==> config.mk <==
export PLATFORM = sky130hd
export DESIGN_NAME = reset_sequencer
export DESIGN_NICKNAME = d
export VERILOG_FILES = /design/src/rtl/rst_seq_pkg.sv /design/src/rtl/sync_2ff.sv /design/src/rtl/reset_sequencer.sv
export SDC_FILE = /design/constraint.sdc
export NUM_CORES = 1
export LEC_CHECK = 0
export ABC_AREA = 1
export BUFFER_PORTS_ARGS = -buffer_cell sky130_fd_sc_hd__buf_2
export CORE_MARGIN = 4
export CORE_UTILIZATION = 40
export DETAILED_ROUTE_END_ITERATION = 8
export PLACE_DENSITY_LB_ADDON = 0.12
export SLEW_MARGIN = 25
export SYNTH_ARGS = -nofsm -noshare
export SYNTH_HDL_FRONTEND = slang
export SYNTH_SLANG_ARGS = --single-unit
==> constraint.sdc <==
create_clock -name i_aclk -period 3.7 [get_ports i_aclk]
set_clock_uncertainty 0.1 [all_clocks]
set_input_delay 0.185 -clock i_aclk [delete_from_list [all_inputs] [get_ports i_aclk]]
set_output_delay 0.185 -clock i_aclk [all_outputs]
set_load 0.1 [all_outputs]
==> src/rtl/rst_seq_pkg.sv <==
// Shared types and width helpers for the reset sequencer.
package rst_seq_pkg;

    typedef enum logic [1:0] {
        HOLD    = 2'd0,
        RELEASE = 2'd1,
        RUN     = 2'd2
    } rst_state_t;

    function automatic int cnt_width(input int a, input int b);
        return $clog2(((a > b) ? a : b) + 1);
    endfunction

    function automatic int idx_width(input int n);
        return (n > 1) ? $clog2(n) : 1;
    endfunction

endpackage

==> src/rtl/sync_2ff.sv <==
// Two-flop synchronizer for slow asynchronous level inputs.
module sync_2ff #(
    parameter int WIDTH = 1
) (
    input  logic             clk,
    input  logic             rst,
    input  logic [WIDTH-1:0] d,
    output logic [WIDTH-1:0] q
);

    logic [WIDTH-1:0] meta_q;
    logic [WIDTH-1:0] sync_q;

    always_ff @(posedge clk or posedge rst) begin
        if (rst) begin
            meta_q <= '0;
            sync_q <= '0;
        end else begin
            meta_q <= d;
            sync_q <= meta_q;
        end
    end

    assign q = sync_q;

endmodule

==> src/rtl/reset_sequencer.sv <==
// Holds all reset domains until PLL lock is stable, then releases them
// in index order with a fixed gap; restarts on lock loss or sw request.
module reset_sequencer
    import rst_seq_pkg::*;
#(
    parameter int NUM_STAGES  = 4,
    parameter int HOLD_CYCLES = 16,
    parameter int STAGE_GAP   = 8
) (
    input  logic                  i_aclk,
    input  logic                  i_reset,
    input  logic                  i_locked,
    input  logic                  i_sw_reset_req,
    output logic                  o_sw_reset_ack,
    output logic [NUM_STAGES-1:0] o_stage_reset_n,
    output logic                  o_busy,
    output logic                  o_done
);

    localparam int CNT_W = cnt_width(HOLD_CYCLES, STAGE_GAP);
    localparam int IDX_W = idx_width(NUM_STAGES);
    localparam logic [CNT_W-1:0] HOLD_LAST = CNT_W'(HOLD_CYCLES - 1);
    localparam logic [CNT_W-1:0] GAP_LAST  = CNT_W'(STAGE_GAP - 1);
    localparam logic [IDX_W-1:0] IDX_LAST  = IDX_W'(NUM_STAGES - 1);

    logic lk;

    rst_state_t            state_q, state_d;
    logic [CNT_W-1:0]      cnt_q, cnt_d;
    logic [IDX_W-1:0]      idx_q, idx_d;
    logic                  pend_q, pend_d;
    logic [NUM_STAGES-1:0] stage_q, stage_d;
    logic                  busy_q, busy_d;
    logic                  done_q, done_d;
    logic                  ack_q, ack_d;

    sync_2ff #(.WIDTH(1)) u_lock_sync (
        .clk (i_aclk),
        .rst (i_reset),
        .d   (i_locked),
        .q   (lk)
    );

    always_comb begin
        state_d = state_q;
        cnt_d   = cnt_q;
        idx_d   = idx_q;
        pend_d  = pend_q;
        stage_d = stage_q;
        ack_d   = 1'b0;
        unique case (state_q)
            HOLD: begin
                stage_d = '0;
                idx_d   = '0;
                if (!lk) begin
                    cnt_d = '0;
                end else if (cnt_q == HOLD_LAST) begin
                    state_d    = RELEASE;
                    cnt_d      = '0;
                    stage_d[0] = 1'b1;
                end else begin
                    cnt_d = cnt_q + 1'b1;
                end
            end
            RELEASE: begin
                if (!lk) begin
                    state_d = HOLD;
                    cnt_d   = '0;
                    stage_d = '0;
                end else if (cnt_q == GAP_LAST) begin
                    cnt_d = '0;
                    if (idx_q == IDX_LAST) begin
                        state_d = RUN;
                        if (pend_q) begin
                            pend_d = 1'b0;
                            ack_d  = 1'b1;
                        end
                    end else begin
                        idx_d = idx_q + 1'b1;
                        for (int k = 0; k < NUM_STAGES; k++) begin
                            if (IDX_W'(k) == idx_d) stage_d[k] = 1'b1;
                        end
                    end
                end else begin
                    cnt_d = cnt_q + 1'b1;
                end
            end
            RUN: begin
                // A request seen during the ack cycle belongs to the finished sequence.
                if (!lk || (i_sw_reset_req && !ack_q)) begin
                    state_d = HOLD;
                    cnt_d   = '0;
                    stage_d = '0;
                    if (i_sw_reset_req && !ack_q) pend_d = 1'b1;
                end
            end
            default: begin
                state_d = HOLD;
                cnt_d   = '0;
                stage_d = '0;
            end
        endcase
        busy_d = (state_d != RUN);
        done_d = (state_d == RUN);
    end

    always_ff @(posedge i_aclk or posedge i_reset) begin
        if (i_reset) begin
            state_q <= HOLD;
            cnt_q   <= '0;
            idx_q   <= '0;
            pend_q  <= 1'b0;
            stage_q <= '0;
            busy_q  <= 1'b1;
            done_q  <= 1'b0;
            ack_q   <= 1'b0;
        end else begin
            state_q <= state_d;
            cnt_q   <= cnt_d;
            idx_q   <= idx_d;
            pend_q  <= pend_d;
            stage_q <= stage_d;
            busy_q  <= busy_d;
            done_q  <= done_d;
            ack_q   <= ack_d;
        end
    end

    assign o_stage_reset_n = stage_q;
    assign o_busy          = busy_q;
    assign o_done          = done_q;
    assign o_sw_reset_ack  = ack_q;

endmodule

**After elaboration in Yosys (flattened, before gate mapping)**

Cells that the tools add are included.

- Muxes and demuxes: 39
- Equal/unequal tests: 22
- Add/sub/neg operators: 2
- Reduce and logical (&&, ||, !) cells: 14

Operator list:

| kind | number |
|---|---|
| 5-bit 2-to-1 mux | 5 |
| 4-bit AND reduction | 5 |
| 2-bit 2-to-1 mux | 9 |
| 3-bit inequality test, second input constant | 6 |
| 1-bit 2-to-1 mux | 16 |
| 4-bit 2-to-1 mux | 4 |
| 5-bit case mux with 3 select lines | 1 |
| 2-bit inequality test, second input constant | 6 |
| 4-bit case mux with 3 select lines | 1 |
| 2-bit == test, second input constant | 3 |
| 2-bit case mux with 3 select lines | 1 |
| 6-bit AND reduction | 1 |
| 5-bit by 1-bit adder with 5-bit output, second input constant | 1 |
| 5-bit by 3-bit == test with 1-bit output, second input constant | 1 |
| 5-bit by 4-bit == test with 1-bit output, second input constant | 1 |
| 2-bit == test, first input constant | 2 |
| 2-bit zero test | 2 |
| 2-bit case mux with 2 select lines | 1 |
| 2-bit nonzero test | 2 |
| 2-bit by 1-bit adder with 2-bit output, second input constant | 1 |
| 1-bit by 2-bit == test with 1-bit output, first input constant | 1 |
| 2-bit by 1-bit == test with 1-bit output, second input constant | 1 |
| 1-bit zero test | 2 |
| 2-bit by 1-bit inequality test with 1-bit output, second input constant | 1 |
| other kinds (3) | 3 |

- Output and inout bits: 7
- Register bits after elaboration: 19
- Logic and storage cells: 90

**Longest topological paths before layout**

- Depth in word-level cells: 7
- Gate-level depth with buffers: 9

**Modules after synthesis**

A second synthesis with hierarchy kept.

- Cell total of the unflattened synthesis: 123
- Area total of the unflattened synthesis: 1071.0 um^2

Modules (own cells, without submodules):

| module | cells each | area each (um^2) | instances |
|---|---|---|---|
| reset_sequencer | 120 | 1017.2 | 1 |
| sync_2ff | 3 | 53.8 | 1 |

**Least setup slack after synthesis**

OpenSTA, ideal clock, no wires.

- Kind: flip-flop to flip-flop
- From: register ack_q (netlist: o_sw_reset_ack)
- To: register stage_q[1] (netlist: o_stage_reset_n[1])
- Setup time: 67 ps
- Arrival time: 1519 ps
- Period minus slack after synthesis: 1686 ps
- Path buffers: 1
- Stages on the path, launching flop included: 8
- Slack: 2014 ps
- Cells stage by stage: dfrtp_1 -> inv_1 -> nand2_1 -> nand3_1 -> buf_6 -> nand3_1 -> nand2_1 -> nand2_1

- Cells in the longest elaborated chain, start to end: 5

RTL lines:

| element | RTL line | source |
|---|---|---|
| from (decl) | reset_sequencer.sv:35 | `logic ack_q, ack_d;` |
| from (signal assigned) | reset_sequencer.sv:125 | `ack_q <= ack_d;` |
| 1-bit zero test | reset_sequencer.sv:90 | `if (!lk \|\| (i_sw_reset_req && !ack_q)) begin` |
| 1-bit logical AND | reset_sequencer.sv:90 |  |
| 1-bit logical OR | reset_sequencer.sv:90 |  |
| 2-bit inequality test (no line) | -- |  |
| 4-bit AND reduction (no line) | -- |  |
| to (signal assigned) | reset_sequencer.sv:122 | `stage_q <= stage_d;` |
| to (decl) | reset_sequencer.sv:32 | `logic [NUM_STAGES-1:0] stage_q, stage_d;` |

Every way passes these cells.
A chain may end at the register's enable or synchronous reset.

**Worst setup path after layout**

- From: register cnt_q[0]
- To: register cnt_q[3]

- Cells in the longest elaborated chain, start to end: 4

RTL lines:

| element | RTL line | source |
|---|---|---|
| from (decl) | reset_sequencer.sv:29 | `logic [CNT_W-1:0] cnt_q, cnt_d;` |
| from (signal assigned) | reset_sequencer.sv:119 | `cnt_q <= cnt_d;` |
| 5-bit by 1-bit adder with 5-bit output (tied with other cells) | reset_sequencer.sv:62, reset_sequencer.sv:85 |  |
| 5-bit 2-to-1 mux (on tied branches) | reset_sequencer.sv:70, reset_sequencer.sv:57 |  |
| 5-bit 2-to-1 mux (on tied branches) | reset_sequencer.sv:66, reset_sequencer.sv:55 |  |
| 5-bit case mux with 3 select lines (*) | reset_sequencer.sv:51 | `unique case (state_q)` |

Mark *: on every way between the ends. The rest lies on a longest branch, timed or not.

==> results.yml <==
detailed_routing:
  detail_route.iter0.violations: 14
  vias_per_cell: 4.88
  drt_pass1_iterations: 4
  vias: 785
  detail_route.wl_per_cell_um: 11.6
  detail-route-antenna-nets: 0
  drc: 0
  wirelength_um: 1870
setup_path:
  timing.critical_path.cells: "ha_1 > nand2_1 > nor2_1 > ha_1 > inv_1 > nand3_1 > nand2_2 > nand3_1 > o21ai_1"
  critPathLaunchType: "flip-flop"
  largest_fanout_on_the_critical_path: 3
  crit_family: "simple AND/OR/NAND/NOR gates"
  r2r.worst_path.cells: 9
  type_of_the_worst_setup_path: "reg2reg"
  critPathCaptureType: "flip-flop"
  ff_to_ff_end: "cnt_q[3]"
  worstPathRequired_ns: 3.79
  slowest_stage: "sky130_fd_sc_hd__dfrtp_1"
  timing.critical_path.buf_inv: 1
  regToRegStartpoint: "cnt_q[0]"
  worst_path_largest_cell_delay_ns: 0.40
  data_arrival_time_of_the_worst_path_ns: 1.66
  r2r_setup_slack_ns: 2.13
global_routing:
  grt_util_all_layers_pct: 12.7
  pin_count_of_the_biggest_net_entering_global_routing: 20
  grt_antenna_before_repair: 0
  gr-usage-met3_pct: 4.61
  grt_busiest_layer: "met2"
  gr-total-overflow: 0
  grt_pass1_wl_um: 3310
  global_route.usage.met2_pct: 19.1
  grtUsageMet1_pct: 17.8
  grt_pass1_vias: 711
logic_synthesis:
  synthesis.area_um2: 1010
  synth-edff-count: 0
  yosys_warnings: 0
  mappedNetlistNets: 129
  ys_async_sr_fraction_pct: 100
  post_synth_and_or_nand_nor_area_fraction_pct: 26.5
  synthMuxAreaShare_pct: 0
  post_synth_fa_ha_maj_area_fraction_pct: 8.63
  post_synth_xor_area_fraction_pct: 0
  synth_top_family_by_area: "simple AND/OR/NAND/NOR gates"
  postSynthRegisterBits: 19
  synthFlopType: "sky130_fd_sc_hd__dfrtp_1"
  yosysSeqAreaShare_pct: 47.0
  synthDistinctLibCells: 20
  average_cell_area_after_synthesis_um2: 8.60
  postSynthCellCount: 118
  synth-compound-area-share_pct: 9.00
pwr:
  pwr_density_cell_nw_per_um2: 301
  leakage_dissipation_nw: 0.621
  power.ir.vdd_worst_mv: 0.226
timing:
  final_slew_viol_count: 0
  worst_slew_pin_slew_ns: 0.742
  max_clock_freq_mhz: 638
  setup_viol: 0
  report.final.hold_viol_count: 0
  layout_worst_path_cycle_share_pct: 42.3
  rsz0062_at_grt: "no"
  setup_total_negative_slack_ns: 0
  slew-limit-headroom_pct: 50.5
  period_needed_ns: 1.57
clocking:
  worst_setup_hold_path_clk_slew_ns: 0.12
  cts.repair_timing.setup_buffer_count: 0
  htree_num_levels: 1
  cts_inserted_buffers: 3
  cts_root_buf: "sky130_fd_sc_hd__clkbuf_4"
  tritoncts_num_sinks: 19
  clk-insertion-delay-late_ns: 0.31
  ctsResizeCount: 0
  hold_buffers: 2
  tritoncts: "done"
  max-clock-path-buffers: 2
cells_and_area:
  final_net_count: 145
  final_design_area_no_fill_um2: 1140
  synthesis_to_finish_area_growth_pct: 12.0
  final_common_cell: "sky130_fd_sc_hd__nand2_1"
  diodes: 0
  drive_gt1_share_pct: 18.8
  layout_common_cells: "sky130_fd_sc_hd__nand2_1 (26), sky130_fd_sc_hd__inv_1 (19), sky130_fd_sc_hd__dfrtp_1 (18)"
die:
  num_io_pins: 11
  die-area_um2: 3410
  die_y_um: 58.4
  floorplan.initialDensity_pct: 43.8
  die_w_um: 58.4
  core_area_um2: 2320
  cell_rows: 17
place:
  place.detailed.hpwl_um: 1420
  gp_routability_congestion: 0.839
  placed_area_um2: 1090
  port-buffer-count: 10
hold_path:
  min_path_cells: 5
  hold_path_end: "pend_q"
  hold_path.class: "in2reg"
  worst_hold_startpoint: "i_sw_reset_req"
run_status:
  run_status: "finished, final reports clean"
flow_run:
  timing.max_cap.violations: 0
report_power, final:
| part | internal, W | switching, W |
|---|---|---|
| Sequential | 0.000212 | 0.00000383 |
| Combinational | 0.00000640 | 0.0000103 |
| Clock | 0.0000404 | 0.0000689 |
Yosys cell counts (2+ instances only):
library cell | n | area share [%]
sky130_fd_sc_hd__inv_1 | 19 | 7.0
sky130_fd_sc_hd__nand2_2 | 3 | 1.8
sky130_fd_sc_hd__nand2_4 | 2 | 2.2
sky130_fd_sc_hd__nand2_1 | 26 | 9.6
sky130_fd_sc_hd__nor2_1 | 6 | 2.2
sky130_fd_sc_hd__ha_1 | 7 | 8.6
sky130_fd_sc_hd__inv_2 | 2 | 0.74
sky130_fd_sc_hd__nand3_1 | 11 | 5.4
sky130_fd_sc_hd__o21ai_1 | 4 | 2.0
sky130_fd_sc_hd__dfrtp_1 | 18 | 44
sky130_fd_sc_hd__o21ai_0 | 7 | 3.5
sky130_fd_sc_hd__o211ai_1 | 3 | 2.2
sky130_fd_sc_hd__nand4_1 | 3 | 1.8
worst max path at each step:
stage / to / cells past startpoint / startpoint
after floorplan: o_stage_reset_n[1] / 7 / o_sw_reset_ack
after global placement: cnt_q[0] / 9 / cnt_q[1]
after detailed placement: cnt_q[3] / 9 / cnt_q[0]
after CTS: cnt_q[0] / 9 / cnt_q[0]
after global routing: cnt_q[0] / 9 / cnt_q[0]
final: cnt_q[3] / 9 / cnt_q[0]
through the flow:
stage	hold WS (ns)	cells	setup slack [ns]	util, %	total power, W
6_report	0.165	161	2.13	49.0	0.000342
5_1_grt	0.219	161	1.96	49.0	0.000357
4_1_cts	0.152	161	2.13	49.0	0.000344
3_5_place_dp	0.195	155	2.15	47.0	0.000235
3_3_place_gp	0.195	155	2.14	47.0	0.000236
2_1_floorplan	0.0354	118	2.01	-	0.000230
tightest hold or removal path, delay by kind of cell:
kind	cells	cell delay (ns)
simple gates	3	0.22
buf+inv	2	0.14
registers in the layout, summed over array words and instances (netlist names):
name and count:
cnt_q 5, idx_q 2, o_busy 1, o_done 1
o_stage_reset_n 4, o_sw_reset_ack 1, pend_q 1, state_q 2
u_lock_sync.meta_q 1, u_lock_sync.q 1
routing by layer:
metal,share of wire (%),up-vias,wire (um)
li1,-,407,-
met1,50,360,926
met2,44,16,830
met3,5.1,2,95
met4,0.86,0,16
met5,0,-,0
kinds of logic (layout without fill, tap and decap cells):
group | after synthesis | in the layout
simple gates | 54 | 54
buf+inv | 22 | 37
flops | 19 | 19
compound gates | 16 | 16
fa+ha+maj | 7 | 7
area by class of cell:
type / count / area [um^2]
flip-flops and latches: 19 / 477
well taps: 28 / 35.0
inverters: 21 / 78.8
repair buffers: 12 / 70.1
clock inverters: 1 / 5.00
multi-input cells: 77 / 448
clock buffers: 3 / 22.5
fillers: 217 / 1180
(Power assumes the default switching activity.)
